[config.mk]
export PLATFORM = sky130hd
export DESIGN_NAME = uart_tx_serializer
export DESIGN_NICKNAME = d
export VERILOG_FILES = /design/src/rtl/uart_tx_serializer.sv
export SDC_FILE = /design/constraint.sdc
export NUM_CORES = 1
export LEC_CHECK = 0
export CAP_MARGIN = 20
export CELL_PAD_IN_SITES_DETAIL_PLACEMENT = 0
export CELL_PAD_IN_SITES_GLOBAL_PLACEMENT = 2
export CORE_AREA = 2 2 61 63
export CTS_BUF_LIST = sky130_fd_sc_hd__clkbuf_8
export CTS_CLUSTER_SIZE = 28
export DETAILED_ROUTE_END_ITERATION = 8
export DIE_AREA = 0 0 63 65
export PLACE_DENSITY_LB_ADDON = 0.1
export SLEW_MARGIN = 10
export SYNTH_ARGS = -nofsm -noshare
export SYNTH_HDL_FRONTEND = slang
export SYNTH_SLANG_ARGS = --single-unit
[constraint.sdc]
create_clock -name sys_clk -period 2 [get_ports sys_clk]
set_input_delay 0.4 -clock sys_clk [delete_from_list [all_inputs] [get_ports sys_clk]]
set_output_delay 0.4 -clock sys_clk [all_outputs]
set_load 0.005 [all_outputs]
[src/rtl/uart_tx_serializer.sv]
// Purpose: UART transmit serializer; frames a word as start, data LSB first, optional parity, 1-2 stop bits.
// Latency: tx falls one sys_clk after the first bit_clk rising edge that follows the accept cycle.
// Backpressure: tx_ready is high only when no word is pending and the line is idle or in its last stop bit.
//
// Ports:
//   sys_clk  - system clock, all logic on its rising edge
//   reset_n  - asynchronous active-low reset
//   bit_clk  - baud clock, synchronous to sys_clk; its rising edge marks a bit boundary
//   tx_data  - word to send, captured on accept
//   tx_valid - tx_data valid
//   tx_ready - a word can be accepted this cycle
//   tx       - registered serial line, idle high
//   tx_busy  - frame in progress or word pending
`timescale 1ns/1ps
module uart_tx_serializer #(
   parameter int DATA_WIDTH = 8,
   parameter int PARITY_EN  = 0,
   parameter int PARITY_ODD = 0,
   parameter int STOP_BITS  = 1
) (
   input  logic                  sys_clk,
   input  logic                  reset_n,
   input  logic                  bit_clk,
   input  logic [DATA_WIDTH-1:0] tx_data,
   input  logic                  tx_valid,
   output logic                  tx_ready,
   output logic                  tx,
   output logic                  tx_busy
);

   localparam int CNT_W = $clog2(DATA_WIDTH);
   localparam logic [CNT_W-1:0] LAST_BIT = CNT_W'(DATA_WIDTH - 1);
   localparam logic             LAST_STOP = 1'(STOP_BITS - 1);

   typedef enum logic [2:0] {
      ST_IDLE,
      ST_START,
      ST_DATA,
      ST_PARITY,
      ST_STOP
   } state_t;

   state_t                  state_q, state_d;
   logic                    pending_q, pending_d;
   logic [DATA_WIDTH-1:0]   hold_q, hold_d;
   logic [DATA_WIDTH-1:0]   shreg_q, shreg_d;
   logic [CNT_W-1:0]        bit_cnt_q, bit_cnt_d;
   logic                    stop_cnt_q, stop_cnt_d;
   logic                    parity_q, parity_d;
   logic                    tx_q, tx_d;
   logic                    bit_clk_q;

   logic bit_tick;
   logic last_stop;
   logic accept;

   // bit_clk_q resets high so a bit_clk already high at reset release
   // does not look like a fresh rising edge.
   assign bit_tick  = bit_clk & ~bit_clk_q;
   assign last_stop = (state_q == ST_STOP) && (stop_cnt_q == LAST_STOP);
   assign tx_ready  = ~pending_q & ((state_q == ST_IDLE) | last_stop);
   assign accept    = tx_valid & tx_ready;
   assign tx_busy   = pending_q | (state_q != ST_IDLE);
   assign tx        = tx_q;

   always_comb begin
      state_d    = state_q;
      pending_d  = pending_q;
      hold_d     = hold_q;
      shreg_d    = shreg_q;
      bit_cnt_d  = bit_cnt_q;
      stop_cnt_d = stop_cnt_q;
      parity_d   = parity_q;
      tx_d       = tx_q;

      // accept and launch are mutually exclusive: accept needs pending=0,
      // launch needs pending=1.
      if (accept) begin
         hold_d    = tx_data;
         pending_d = 1'b1;
      end

      if (bit_tick) begin
         case (state_q)
            ST_IDLE, ST_STOP: begin
               if (state_q == ST_STOP && !last_stop) begin
                  stop_cnt_d = stop_cnt_q + 1'b1;
               end else if (pending_q) begin
                  state_d   = ST_START;
                  tx_d      = 1'b0;
                  shreg_d   = hold_q;
                  pending_d = 1'b0;
                  // Parity latched from the full word; shreg is consumed by shifting.
                  parity_d  = (^hold_q) ^ (PARITY_ODD != 0);
               end else begin
                  state_d = ST_IDLE;
                  tx_d    = 1'b1;
               end
            end
            ST_START: begin
               state_d   = ST_DATA;
               tx_d      = shreg_q[0];
               shreg_d   = shreg_q >> 1;
               bit_cnt_d = '0;
            end
            ST_DATA: begin
               if (bit_cnt_q == LAST_BIT) begin
                  if (PARITY_EN != 0) begin
                     state_d = ST_PARITY;
                     tx_d    = parity_q;
                  end else begin
                     state_d    = ST_STOP;
                     tx_d       = 1'b1;
                     stop_cnt_d = 1'b0;
                  end
               end else begin
                  bit_cnt_d = bit_cnt_q + CNT_W'(1);
                  tx_d      = shreg_q[0];
                  shreg_d   = shreg_q >> 1;
               end
            end
            ST_PARITY: begin
               state_d    = ST_STOP;
               tx_d       = 1'b1;
               stop_cnt_d = 1'b0;
            end
            default: begin
               state_d = ST_IDLE;
               tx_d    = 1'b1;
            end
         endcase
      end
   end

   always_ff @(posedge sys_clk or negedge reset_n) begin
      if (!reset_n) begin
         state_q    <= ST_IDLE;
         pending_q  <= 1'b0;
         hold_q     <= '0;
         shreg_q    <= '0;
         bit_cnt_q  <= '0;
         stop_cnt_q <= 1'b0;
         parity_q   <= 1'b0;
         tx_q       <= 1'b1;
         bit_clk_q  <= 1'b1;
      end else begin
         state_q    <= state_d;
         pending_q  <= pending_d;
         hold_q     <= hold_d;
         shreg_q    <= shreg_d;
         bit_cnt_q  <= bit_cnt_d;
         stop_cnt_q <= stop_cnt_d;
         parity_q   <= parity_d;
         tx_q       <= tx_d;
         bit_clk_q  <= bit_clk;
      end
   end

endmodule

==> impl_metrics.csv, run 1 <==
group,metric,value,unit
run_status,status,"finished, final reports clean",
finish,area_growth,22.21,%
sta,rsz0062_at_grt,"false",
floorplan,ios,15,
sta,fin_tns_setup,0,ns
detailed_routing,wl_per_cell,12.81,um
synthesis,synthArstFlopShare,1.000,
floorplan,die_y,65,um
place,hpwl,1562,um
synthesis,netlist_area,1335,sq um
grt,first_global_vias,871,
critical_path,crit_slowest_cell,"or4_2",
synthesis,synth_fa_ha_area_frac,0.01874,
clocking,tritoncts,"built",
synthesis,synthFlopType,"dfrtp_1",
detailed_routing,wl_met3,51,um
sta,maxSlewViolCount,0,
critical_path,critPathLaunchType,"flip-flop",
detailed_routing,viasPerCell,4.866,
synthesis,synth_most_common_cell,"dfrtp_1",
finish,fin_cells,172,
run,max_cap_violations,0,
power,power.leakage,0.0006985,uW
detailed_routing,vias,837,
power,power_density,1462,nW/um^2
grt,grt_max_degree,27,
synthesis,yosysTopAreaCell,"dfrtp_1",
critical_path,crit_required,1.60,ns
critical_path,rr_worst_depth,6,
synthesis,synth_cell_types,34,
detailed_routing,routed.top_layer,"met4",
synthesis,synth_mux_area_frac,0.2324,
floorplan,core_area,3496,sq um
synthesis,synth_fp_nets,116,
sta,timing.fmax,516.3,MHz
sta,relSlewSlack,0.7742,
clocking,clock_latency,0.27,ns
detailed_routing,wirelength,2204,um
power,finalPower,2385,uW
synthesis,syn-mean-instance-area,13.09,sq um
synthesis,yosys.area_share.simple,0.1097,
floorplan,initial_utilization,0.3819,
worst_hold_path,min_from,"hold_q[4]",
sta,setup_slack,0.06311,ns
detailed_routing,wl_met2,1081,um
critical_path,critPathKind,"reg2out",
synthesis,seq_area_frac_synth,0.4892,
grt,grt_overflow,0,
worst_hold_path,hold_end,"hold_q[4]",
clocking,htreeDepth,1,
detailed_routing,drt-met1-wl,1031,um
critical_path,crit_chain,"or4_2 > clkdlybuf4s15_1",
synthesis,yosys-top-cells-count,"dfrtp_1 (24), mux2_2 (9), mux2_4 (8)",
critical_path,r2r_start,"bit_cnt_q[0]",
clocking,clkSinkCount,26,
clocking,ctsHoldBuffers,0,
critical_path,r2r_end,"shreg_q[7]",
clocking,cts_root_buf,"clkbuf_8",
critical_path,slowest_delay,0.65,ns
place,dpl_cell_area,1555,sq um
sta,hold_violations,0,
finish,fin_area,1632,sq um
synthesis,synthXorXnorAreaFrac,0.02062,
place,place_congestion,0.6903,
detailed_routing,final_antenna_net_count,0,
synthesis,synth_compound_area_frac,0.08997,
finish,n_antenna_cell,0,
sta,tightest_slew,0.3362,ns
critical_path,arrival,1.54,ns
place,dp_cells,166,
synthesis,ys_top_cells_by_area,"dfrtp_1 (45%), mux2_4 (9.0%), mux2_2 (7.6%), mux2_1 (5.9%), dfstp_2 (3.9%)",
clocking,cts_buffer_depth,2,
detailed_routing,drc_errors,0,
grt,antenna_found_initial,0,
worst_hold_path,whs_path_depth,1,
synthesis,ys_ff_latch,26,
sta,fin_crit,1.937,ns
critical_path,worst_setup_path_end_kind,"output pin",
grt,grt_pass1_wl,4043,um
grt,grt.total_usage,0.1265,
finish,drive_above_1_share,0.3306,
sta,setup_violations,0,
synthesis,synth_edf_count,0,
place,io_buffers,14,
detailed_routing,drt_pass1_iterations,4,
finish,nets,139,
synthesis,synthCells,102,
floorplan,die_x,63,um
sta,finClkSkew,0.002658,ns
sta,fin_crit_sh,0.9684,
floorplan,rows,22,
floorplan,die_area,4095,sq um
power,vdd_drop_max,0.5710,mV
detailed_routing,drtIter0Drc,49,
worst_hold_path,min_path_type,"reg2reg",
synthesis,yosysWarnings,0,
synthesis,synth_top_family_by_area,"multiplexers",
synthesis,yosysTopAreaCellShare,0.4499,
place,place_ws,0.04906,ns
clocking,clkTransAtPathRegs,0.09,ns
clocking,cts_buffers,3,
critical_path,crit_fanout,2,
critical_path,r2r_setup_slack,0.17,ns
worst max-delay path: cells and delay by family, from the launching register on:
kind	cells	cell delay (ns)
simple gates	1	0.65
flops	1	0.39
buf+inv	1	0.22
cell type report:
class	count	area [sq um]
tap	48	60.06
timing repair buffer	23	226.5
multi-input combinational	69	629.4
sequential	26	653.1
inverter	2	7.507
clock buffer	4	55.05
fill	338	1864
through the flow:
| step | util | hold slack (ns) |
|---|---|---|
| 3_3_place_gp | 0.4449 | 0.4821 |
| 2_1_floorplan | - | 0.1044 |
| 6_report | 0.4667 | 0.5042 |
| 3_5_place_dp | 0.4449 | 0.4899 |
| 4_1_cts | 0.4667 | 0.5110 |
| 5_1_grt | 0.4667 | 0.5219 |
worst max path at each step:
| stage | endpoint | startpoint | cells after the start |
|---|---|---|---|
| 5_1_grt | tx_busy | state_q[1] | 2 |
| 4_1_cts | tx_busy | state_q[1] | 2 |
| 3_3_place_gp | shreg_q[6] | bit_clk | 6 |
| 6_report | tx_busy | state_q[1] | 2 |
| 2_1_floorplan | shreg_q[0] | bit_cnt_q[0] | 6 |
| 3_5_place_dp | shreg_q[7] | bit_clk | 6 |
flip-flops by register name (all words and copies together) (netlist names):
register	flops
hold_q	8
shreg_q	8
bit_cnt_q	3
state_q	3
bit_clk_q	1
pending_q	1
stop_cnt_q	1
tx	1
cell families (layout without fill, tap and decap cells):
| group | after synthesis | count (layout) |
|---|---|---|
| DFF | 26 | 26 |
| muxes | 25 | 25 |
| and+or+nand+nor | 23 | 23 |
| AOI/OAI and AO/OA | 18 | 18 |
| buffers and inverters | 7 | 29 |
| adders and majority gates | 2 | 2 |
| xor gates and xnor gates | 1 | 1 |
layer usage:
metal,vias to the layer above,GRT usage
met5,-,0
met4,0,0.05000
met3,4,0.02083
met2,11,0.2035
met1,411,0.1704
li1,411,-
where the power goes:
| group | total, uW | internal, uW | switching [uW] |
|---|---|---|---|
| clock network | 345 | 176 | 169 |
| logic | 1170 | 683 | 483 |
| registers | 873 | 761 | 113 |
cells in the final DEF (no fill, tap or decap), types with 2 or more instances in the layout:
cell | Yosys | final
clkdlybuf4s50_1 | 0 | 12
buf_4 | 1 | 6
nor2_1 | 4 | 4
nor2_4 | 2 | 2
o21a_1 | 2 | 2
inv_1 | 2 | 2
a21oi_1 | 2 | 2
mux2_2 | 9 | 9
a22oi_1 | 2 | 2
nor3_1 | 2 | 2
mux2_1 | 7 | 7
clkbuf_8 | 0 | 4
mux2_4 | 8 | 8
buf_6 | 3 | 2
nand2_1 | 6 | 6
nand2b_1 | 2 | 2
dfstp_2 | 2 | 2
o21ai_0 | 6 | 6
ha_1 | 2 | 2
dfrtp_1 | 24 | 24
what timing repair did:
item                                   CTS  global route
setup endpoints to repair                2             0
buffers inserted                         2             0
gates resized for setup                  5             0
endpoints found under the hold margin    0             0
Power figures use the tool's default switching activity.
==> inputs of run 2 (changes only) <==
Settings changed: CORE_AREA 2 2 61 63 to 2 2 70 56, DIE_AREA 0 0 63 65 to 0 0 72 58.
Clock period 2 ns to 2.2 ns, I/O delays scaled along.
==> run 2 against run 1 <==
Count of clock-buffer cells in the layout decreased by 1. Clock skew grew 0.0087 ns. Routed wire length grew 2.9%. Global-route usage shrank 0.67 points. First-iteration DRC count decreased by 2.0%. Largest power group unchanged. Combinational power is 11% lower. Cell area down 0.23%. Largest cell class unchanged.
==> impl_metrics.csv, run 2 (synthesis results as in run 1) <==
group,metric,value,unit
clocking,cts_buffer_depth,2,
critical_path,slowest_delay,0.65,ns
sta,rsz0062_at_grt,"false",
floorplan,core_area,3495,sq um
run,max_cap_violations,0,
run_status,status,"finished, final reports clean",
clocking,clkTransAtPathRegs,0.09,ns
worst_hold_path,min_path_type,"reg2reg",
finish,final_common_cell,"dfrtp_1",
floorplan,initial_utilization,0.3820,
grt,grt_max_degree,27,
finish,n_antenna_cell,0,
sta,relSlewSlack,0.7597,
sta,tightest_slew,0.3578,ns
critical_path,crit_chain,"or4_2 > dlygate4sd2_1",
detailed_routing,viasPerCell,5.006,
detailed_routing,drc_errors,0,
detailed_routing,wl_per_cell,13.75,um
detailed_routing,drt_pass1_iterations,3,
sta,fin_crit,2.024,ns
power,power.share.switching,0.3163,
detailed_routing,drtIter0Drc,48,
floorplan,die_area,4176,sq um
power,vdd_drop_max,0.6175,mV
sta,whs,0.5069,ns
grt,grt.total_usage,0.1198,
place,hpwl,1588,um
power,power_density,1384,nW/um^2
critical_path,path_buf_inv,1,
sta,setup_violations,0,
finish,top_regs,"hold_q (8), shreg_q (8)",
power,power.share.clock,0.181,
sta,fin_tns_setup,0,ns
critical_path,worst_setup_path_end_kind,"output pin",
grt,first_global_vias,803,
critical_path,crit_required,1.76,ns
clocking,cts_root_buf,"clkbuf_8",
place,io_buffers,14,
grt,antenna_found_initial,0,
detailed_routing,wirelength,2268,um
clocking,cts_buffers,3,
finish,final_cell_mix,"dfrtp_1 (24), clkdlybuf4s50_1 (12), mux2_2 (9)",
sta,setup_slack,0.1762,ns
finish,fin_area,1628,sq um
power,switching_power,712.8,uW
place,dpl_cell_area,1540,sq um
floorplan,ios,15,
detailed_routing,final_antenna_net_count,0,
grt,grt_pass1_wl,3843,um
critical_path,crit_fanout,2,
power,cellInternalPower,1541,uW
sta,finClkSkew,0.01134,ns
power,power.leakage,0.0007080,uW
floorplan,die_x,72,um
power,combPwrFrac,0.462,
critical_path,critical_path.top_delay_family,"simple AND/OR/NAND/NOR gates",
grt,grt_overflow,0,
critical_path,crit_slowest_cell,"or4_2",
finish,area_growth,21.93,%
sta,fin_crit_sh,0.9199,
sta,hold_violations,0,
clocking,clock_latency,0.28,ns
detailed_routing,vias,826,
place,place_ws,0.2094,ns
critical_path,critPathLaunchType,"flip-flop",
critical_path,critPathKind,"reg2out",
floorplan,die_y,58,um
place,place_congestion,0.7006,
clocking,tritoncts,"built",
sta,timing.fmax,494.1,MHz
floorplan,rows,19,
finish,drive_above_1_share,0.3252,
power,pwr-share-seq,0.358,
clocking,clkSinkCount,26,
finish,nets,138,
critical_path,arrival,1.58,ns
sta,maxSlewViolCount,0,
clocking,htreeDepth,1,
==> run 2: routing by layer <==
| layer | vias up | routed length (um) | global-route usage |
|---|---|---|---|
| met2 | 13 | 1005 | 0.1759 |
| met5 | - | 0 | 0 |
| met4 | 0 | 15 | 0.01617 |
| li1 | 402 | - | - |
| met1 | 408 | 1148 | 0.1784 |
| met3 | 3 | 98 | 0.03826 |
==> run 2: cell type report <==
| class | count | area, sq um |
|---|---|---|
| clock inverters | 1 | 30.03 |
| clock buffers | 3 | 41.29 |
| well taps | 42 | 52.55 |
| fillers | 320 | 1867 |
| repair buffers | 22 | 214.0 |
| multi-input cells | 69 | 629.4 |
| inverters | 2 | 7.507 |
| flip-flops and latches | 26 | 653.1 |
==> run 2: worst register-to-register path, cell delays in order, from the launching register on <==
cell and delay (ns):
dfrtp_1 0.42, ha_1 0.21, ha_1 0.25, nor3_2 0.21, o21a_1 0.20, buf_12 0.14, mux2_4 0.29
==> run 2: timing repair <==
item,in CTS,in global routing
resized for setup,1,1
setup endpoints to repair,1,1
pin swaps,0,1
buffers inserted,0,2
hold buffers,0,0
==> run 2: worst paths after layout <==
check                             start  cells after the start  slack (ns)    endpoint
hold / removal                hold_q[6]                      1        0.51   hold_q[6]
min in group asynchronous       reset_n                      2        0.52   hold_q[3]
setup / recovery             state_q[1]                      2        0.18     tx_busy
setup reg to reg           bit_cnt_q[0]                      6        0.36  shreg_q[6]
max in group asynchronous       reset_n                      2        1.37   bit_clk_q
hold reg to reg               hold_q[6]                      1        0.51   hold_q[6]
==> run 2: metrics by stage <==
step	utilization	std cells	power, uW
5_1_grt	0.4658	165	2417
4_1_cts	0.4608	163	2259
2_1_floorplan	-	102	1601
3_5_place_dp	0.4407	159	1851
6_report	0.4658	165	2253
3_3_place_gp	0.4407	159	1840
==> run 2: power by group through the flow <==
| stage | registers, uW | clock network, uW | logic, uW |
|---|---|---|---|
| after floorplan | 786 | 0 | 815 |
| after global placement | 814 | 0 | 1030 |
| after detailed placement | 818 | 0 | 1030 |
| after CTS | 811 | 417 | 1030 |
| after global routing | 838 | 427 | 1150 |
| final | 806 | 407 | 1040 |
==> inputs of run 3 (changes only) <==
Settings changed: CAP_MARGIN 20 to 0.
==> results of run 3 <==
Final layout, timing and power as in run 2 (identical DEF).
